<file path="config.mk">
export PLATFORM = sky130hd
export DESIGN_NAME = s2p_deser
export DESIGN_NICKNAME = d
export VERILOG_FILES = /design/src/rtl/s2p_deser.sv
export SDC_FILE = /design/constraint.sdc
export NUM_CORES = 1
export LEC_CHECK = 0
export ABC_AREA = 1
export BUFFER_PORTS_ARGS = -buffer_cell sky130_fd_sc_hd__buf_2
export CAP_MARGIN = 20
export CORE_MARGIN = 3
export CORE_UTILIZATION = 48
export CTS_CLUSTER_SIZE = 40
export DETAILED_ROUTE_END_ITERATION = 6
export PLACE_DENSITY = 0.64
export REMOVE_ABC_BUFFERS = 1
export SYNTH_ARGS = -nofsm -noshare
export SYNTH_HDL_FRONTEND = slang
export SYNTH_SLANG_ARGS = --single-unit
</file>
<file path="constraint.sdc">
create_clock -name clk -period 3 [get_ports clk]
set_input_delay 0.15 -clock clk [delete_from_list [all_inputs] [get_ports clk]]
set_output_delay 0.15 -clock clk [all_outputs]
set_load 0.02 [all_outputs]
</file>
<file path="src/rtl/s2p_deser.sv">
// s2p_deser: serial-to-parallel deserializer with double buffering.
// Serial bits are collected in a shift register. Completed words move to
// an output register that the parallel sink drains through a valid/ready
// handshake. A second complete word can wait in the shift register (HOLD)
// while the sink stalls. In that state the serial side is stopped.
//
// Handshake rule for both ports: a transfer happens on a rising clk edge
// where valid and ready are both high. Valid, once raised, holds its data
// stable until the transfer. Ready never depends combinationally on the
// valid of the same port.
module s2p_deser #(
    parameter int NUM       = 8,
    parameter int MSB_FIRST = 0
) (
    input  logic           clk,
    input  logic           rst,
    input  logic           s_data,
    input  logic           s_valid,
    output logic           s_ready,
    output logic [NUM-1:0] p_data,
    output logic           p_valid,
    input  logic           p_ready
);

    localparam int CW = (NUM > 2) ? $clog2(NUM) : 1;

    typedef enum logic {
        ST_COLLECT = 1'b0,
        ST_HOLD    = 1'b1
    } state_t;

    state_t          r_state;
    logic [CW-1:0]   r_cnt;
    logic [NUM-1:0]  r_shift;
    logic [NUM-1:0]  r_pdata;
    logic            r_pvalid;

    logic            w_accept;
    logic            w_last;
    logic            w_take_out;
    logic            w_out_free;
    logic [CW-1:0]   w_pos;
    logic [NUM-1:0]  w_shift_next;

    // Serial side is open only while collecting and out of reset.
    assign s_ready    = !rst && (r_state == ST_COLLECT);
    assign w_accept   = s_valid && s_ready;
    assign w_last     = (r_cnt == CW'(NUM - 1));
    assign w_take_out = r_pvalid && p_ready;
    assign w_out_free = !r_pvalid || p_ready;

    // Bit k of a word lands at k, or at NUM-1-k when the stream is MSB first.
    assign w_pos = (MSB_FIRST != 0) ? (CW'(NUM - 1) - r_cnt) : r_cnt;

    assign p_data  = r_pdata;
    assign p_valid = r_pvalid;

    // Shift register with the incoming bit dropped into its slot.
    always_comb begin
        w_shift_next        = r_shift;
        w_shift_next[w_pos] = s_data;
    end

    // Control FSM, bit counter, shift register and output register.
    always_ff @(posedge clk) begin
        if (rst) begin
            r_state  <= ST_COLLECT;
            r_cnt    <= '0;
            r_shift  <= '0;
            r_pdata  <= '0;
            r_pvalid <= 1'b0;
        end else begin
            case (r_state)
                ST_COLLECT: begin
                    // Consumption clears valid. A word finishing on the same
                    // edge sets it again below, so the new load wins.
                    if (w_take_out) begin
                        r_pvalid <= 1'b0;
                    end
                    if (w_accept) begin
                        r_shift <= w_shift_next;
                        if (w_last) begin
                            r_cnt <= '0;
                            if (w_out_free) begin
                                r_pdata  <= w_shift_next;
                                r_pvalid <= 1'b1;
                            end else begin
                                // Output is still occupied: park the word here.
                                r_state <= ST_HOLD;
                            end
                        end else begin
                            r_cnt <= r_cnt + 1'b1;
                        end
                    end
                end
                ST_HOLD: begin
                    // Parked word moves out as soon as the sink takes the old one.
                    if (w_take_out) begin
                        r_pdata  <= r_shift;
                        r_pvalid <= 1'b1;
                        r_cnt    <= '0;
                        r_state  <= ST_COLLECT;
                    end
                end
                default: begin
                    r_state <= ST_COLLECT;
                end
            endcase
        end
    end

endmodule

</file>
==> flow_metrics.env <==
export IMPL_synth_yosys_warnings=0
export IMPL_clk_transition_reported_paths_ns=0.12
export IMPL_row_cnt=17
export IMPL_max_freq_mhz=572
export IMPL_cts_setup_buffers=0
export IMPL_buffer_ports_inserted=14
export IMPL_postLayoutCoreUtil=0.557
export IMPL_cap_violations=0
export IMPL_period_minus_slack_ns=1.75
export IMPL_power_frac_clock=0.284
export IMPL_switching_power_of_the_nets_mw=0.150
export IMPL_tightest_slew_ns=0.687
export IMPL_intPower_mw=0.358
export IMPL_outcome="finished, final reports clean"
export IMPL_total_global_route_track_usage=0.157
export IMPL_crit_path_max_fanout=20
export IMPL_antenna_found_initial=0
export IMPL_post_drt_via_cell_ratio=5.01
export IMPL_grt_first_pass_wirelength_mm=4.00
export IMPL_postSynthCellCount=183
export IMPL_clock_insertion_delay_worst_skew_ns=0.31
export IMPL_cp_slowest_cell="dfxtp_1"
export IMPL_floorplan_die_area_um2=3070
export IMPL_post_synth_main_area_contributors="dfxtp_1 36%, nand2_1 16%, nand3_1 12%"
export IMPL_worst_ep_arrival_time_ns=1.97
export IMPL_seq_power_share=0.595
export IMPL_setup_tns_ns=0
export IMPL_topRoutingLayerUsed="met4"
export IMPL_top_level_ports=15
export IMPL_clock_root_buffer="clkbuf_4"
export IMPL_max_slew_margin_rel=0.541
export IMPL_area_growth_synth_to_final_pct=8.10
export IMPL_critPathLaunchType="flop"
export IMPL_seq_area_um2=420
export IMPL_cts_sinks=21
export IMPL_wirelength_met1_mm=1.12
export IMPL_yosys_register_bits=21
export IMPL_cp_cell_instances="nor2_2, nand2_2, nand2_4, nand2_4, nand2_1, nand2_1, nor2_1"
export IMPL_clock_tree_from_tritoncts="done"
export IMPL_multiInputGateArea_um2=627
export IMPL_vias_in_the_first_global_route=1004
export IMPL_met2RoutedLength_mm=1.12
export IMPL_total_power_mw=0.508
export IMPL_drtAntennaViolNets=0
export IMPL_detailroute_wirelength_met3_um=91
export IMPL_place_gp_congestion=0.864
export IMPL_cp_bufs_invs=0
export IMPL_critical_path_class="reg -> reg"
export IMPL_final_net_count=203
export IMPL_area_of_placed_instances_um2=1240
export IMPL_synth_area_per_cell_um2=6.41
export IMPL_cts_hold_buf=0
export IMPL_die_y_um=55.4
export IMPL_finalWirelength_mm=2.35
export IMPL_setup_worst_path_end_class="flop"
export IMPL_wire_per_inst_um=10.6
export IMPL_yosysTopAreaCellShare=0.358
export IMPL_final_setup_viol_count=0
export IMPL_detailroute_via_count=1113
export IMPL_sequential_cell_area_fraction_in_the_yosys_report=0.358
export IMPL_share_of_post_route_cells_with_drive_strength_above_1=0.134
export IMPL_switching_share=0.295
export IMPL_clock_tree_htree_level_count=1
export IMPL_setup_skew_after_layout_ns=0.00120
export IMPL_netlist_top_cells_count="49 x nand2_1, 29 x nand3_1, 27 x nor2_1"
export IMPL_yosysUniqueCellTypes=18
export IMPL_post_cts_repair_resize_count=0
export IMPL_dp_final_hpwl_mm=1.76
export IMPL_min_path_type="in -> reg"
export IMPL_core_area_um2=2280
export IMPL_worstPathRequired_ns=3.22
export IMPL_n_antenna_cell=0
export IMPL_clk_path_buf_depth=2
export IMPL_layout_filler_cells=230
export IMPL_slowest_delay_ns=0.78
export IMPL_comb_power_frac=0.122
export IMPL_detailedRoute_firstIterationViolations=38
export IMPL_netlist_area_um2=1170
export IMPL_globalRoute_totalOverflow=0
export IMPL_numCtsBuffers=3
export IMPL_grt_setup_unrepaired="false"
export IMPL_drc=0
export IMPL_power_leakage_nw=0.606
export IMPL_yosys_area_top_type="dfxtp_1"
export IMPL_yosysMostFrequentCell="nand2_1"
export IMPL_synth_top_flop_cell="dfxtp_1"
export IMPL_report_final_slew_viol_count=0
export IMPL_timing_final_crit_share=0.583
export IMPL_power_density_nw_per_um2=401
export IMPL_cpLargestDelayFamily="simple AND/OR/NAND/NOR gates"
export IMPL_post_route_cell_area_um2=1270
export IMPL_ys_async_sr_fraction=0
export IMPL_grt_max_degree=21
export IMPL_worst_ir_drop_vdd_v=0.000323
export IMPL_synth_edff_count=0
export IMPL_dr_pass1_iters=4
export IMPL_finalHoldViolCount=0
export IMPL_die_w_um=55.4
export IMPL_initial_standard_cell_utilization_of_the_core=0.516
metal layers:
layer  vias up  track usage
li1        595            -
met5         -            0
met4         0       0.0382
met3         2       0.0444
met2        21        0.277
met1       495        0.185
sequential cells by signal, summed over array words and instances, names as in the netlist:
signal	count
p_data	8
p_valid	1
r_cnt	3
r_shift	8
r_state	1
power groups by stage:
stage / sequential [mW] / combinational [mW] / clock (mW)
2_1_floorplan: 0.305 / 0.0466 / 0
3_3_place_gp: 0.308 / 0.0605 / 0
3_5_place_dp: 0.308 / 0.0617 / 0
4_1_cts: 0.302 / 0.0622 / 0.149
5_1_grt: 0.304 / 0.0710 / 0.158
6_report: 0.302 / 0.0618 / 0.144
cells by family after synthesis:
family	synth area share
and+or+nand+nor	0.432
DFF	0.358
adders and majority gates	0.0320
AOI/OAI and AO/OA	0.0704
buffers and inverters	0.108
worst paths after layout:
path | startpoint | cells past startpoint | slack, ns | to
min reg2reg | r_shift[6] | 2 | 0.51 | r_shift[6]
max | r_state | 7 | 1.25 | p_data[4]
min | rst | 2 | 0.03 | p_valid
max reg2reg | r_state | 7 | 1.25 | p_data[4]
area by class of cell:
class	instances	area share
multi-input cells	132	0.494
flip-flops and latches	21	0.331
clock buffers	3	0.0178
inverters	23	0.0680
repair buffers	14	0.0552
well taps	28	0.0276
clock inverters	1	0.00592
placed cells by master (no fill, tap or decap):
cell type / Yosys / final
clkinv_1: 1 / 1
buf_2: 5 / 14
o21bai_1: 1 / 1
a21oi_1: 2 / 2
nor2_2: 2 / 2
o21ai_0: 13 / 13
nand3_1: 29 / 29
inv_1: 21 / 21
nand2_2: 1 / 1
inv_2: 1 / 1
nand2_1: 49 / 49
dfxtp_1: 21 / 21
nand2_4: 3 / 3
nand3_4: 1 / 1
nand4_1: 1 / 1
ha_1: 3 / 3
clkbuf_4: 0 / 3
clkinvlp_4: 0 / 1
nor2_1: 27 / 27
worst reg2reg max path, stage by stage (launching register included):
cell and delay (ns):
dfxtp_1 0.78, nor2_2 0.11, nand2_2 0.29, nand2_4 0.16, nand2_4 0.15, nand2_1 0.06
nand2_1 0.05, nor2_1 0.06
metrics by stage:
step                hold slack [ns]  setup WS [ns]  std cells
global placement              0.359           1.37        218
global route                 0.0283           1.07        222
detailed placement            0.366           1.30        218
finish                       0.0280           1.25        222
CTS                          0.0276           1.28        222
floorplan                     0.219           1.45        176
Power figures use the tool's default switching activity.
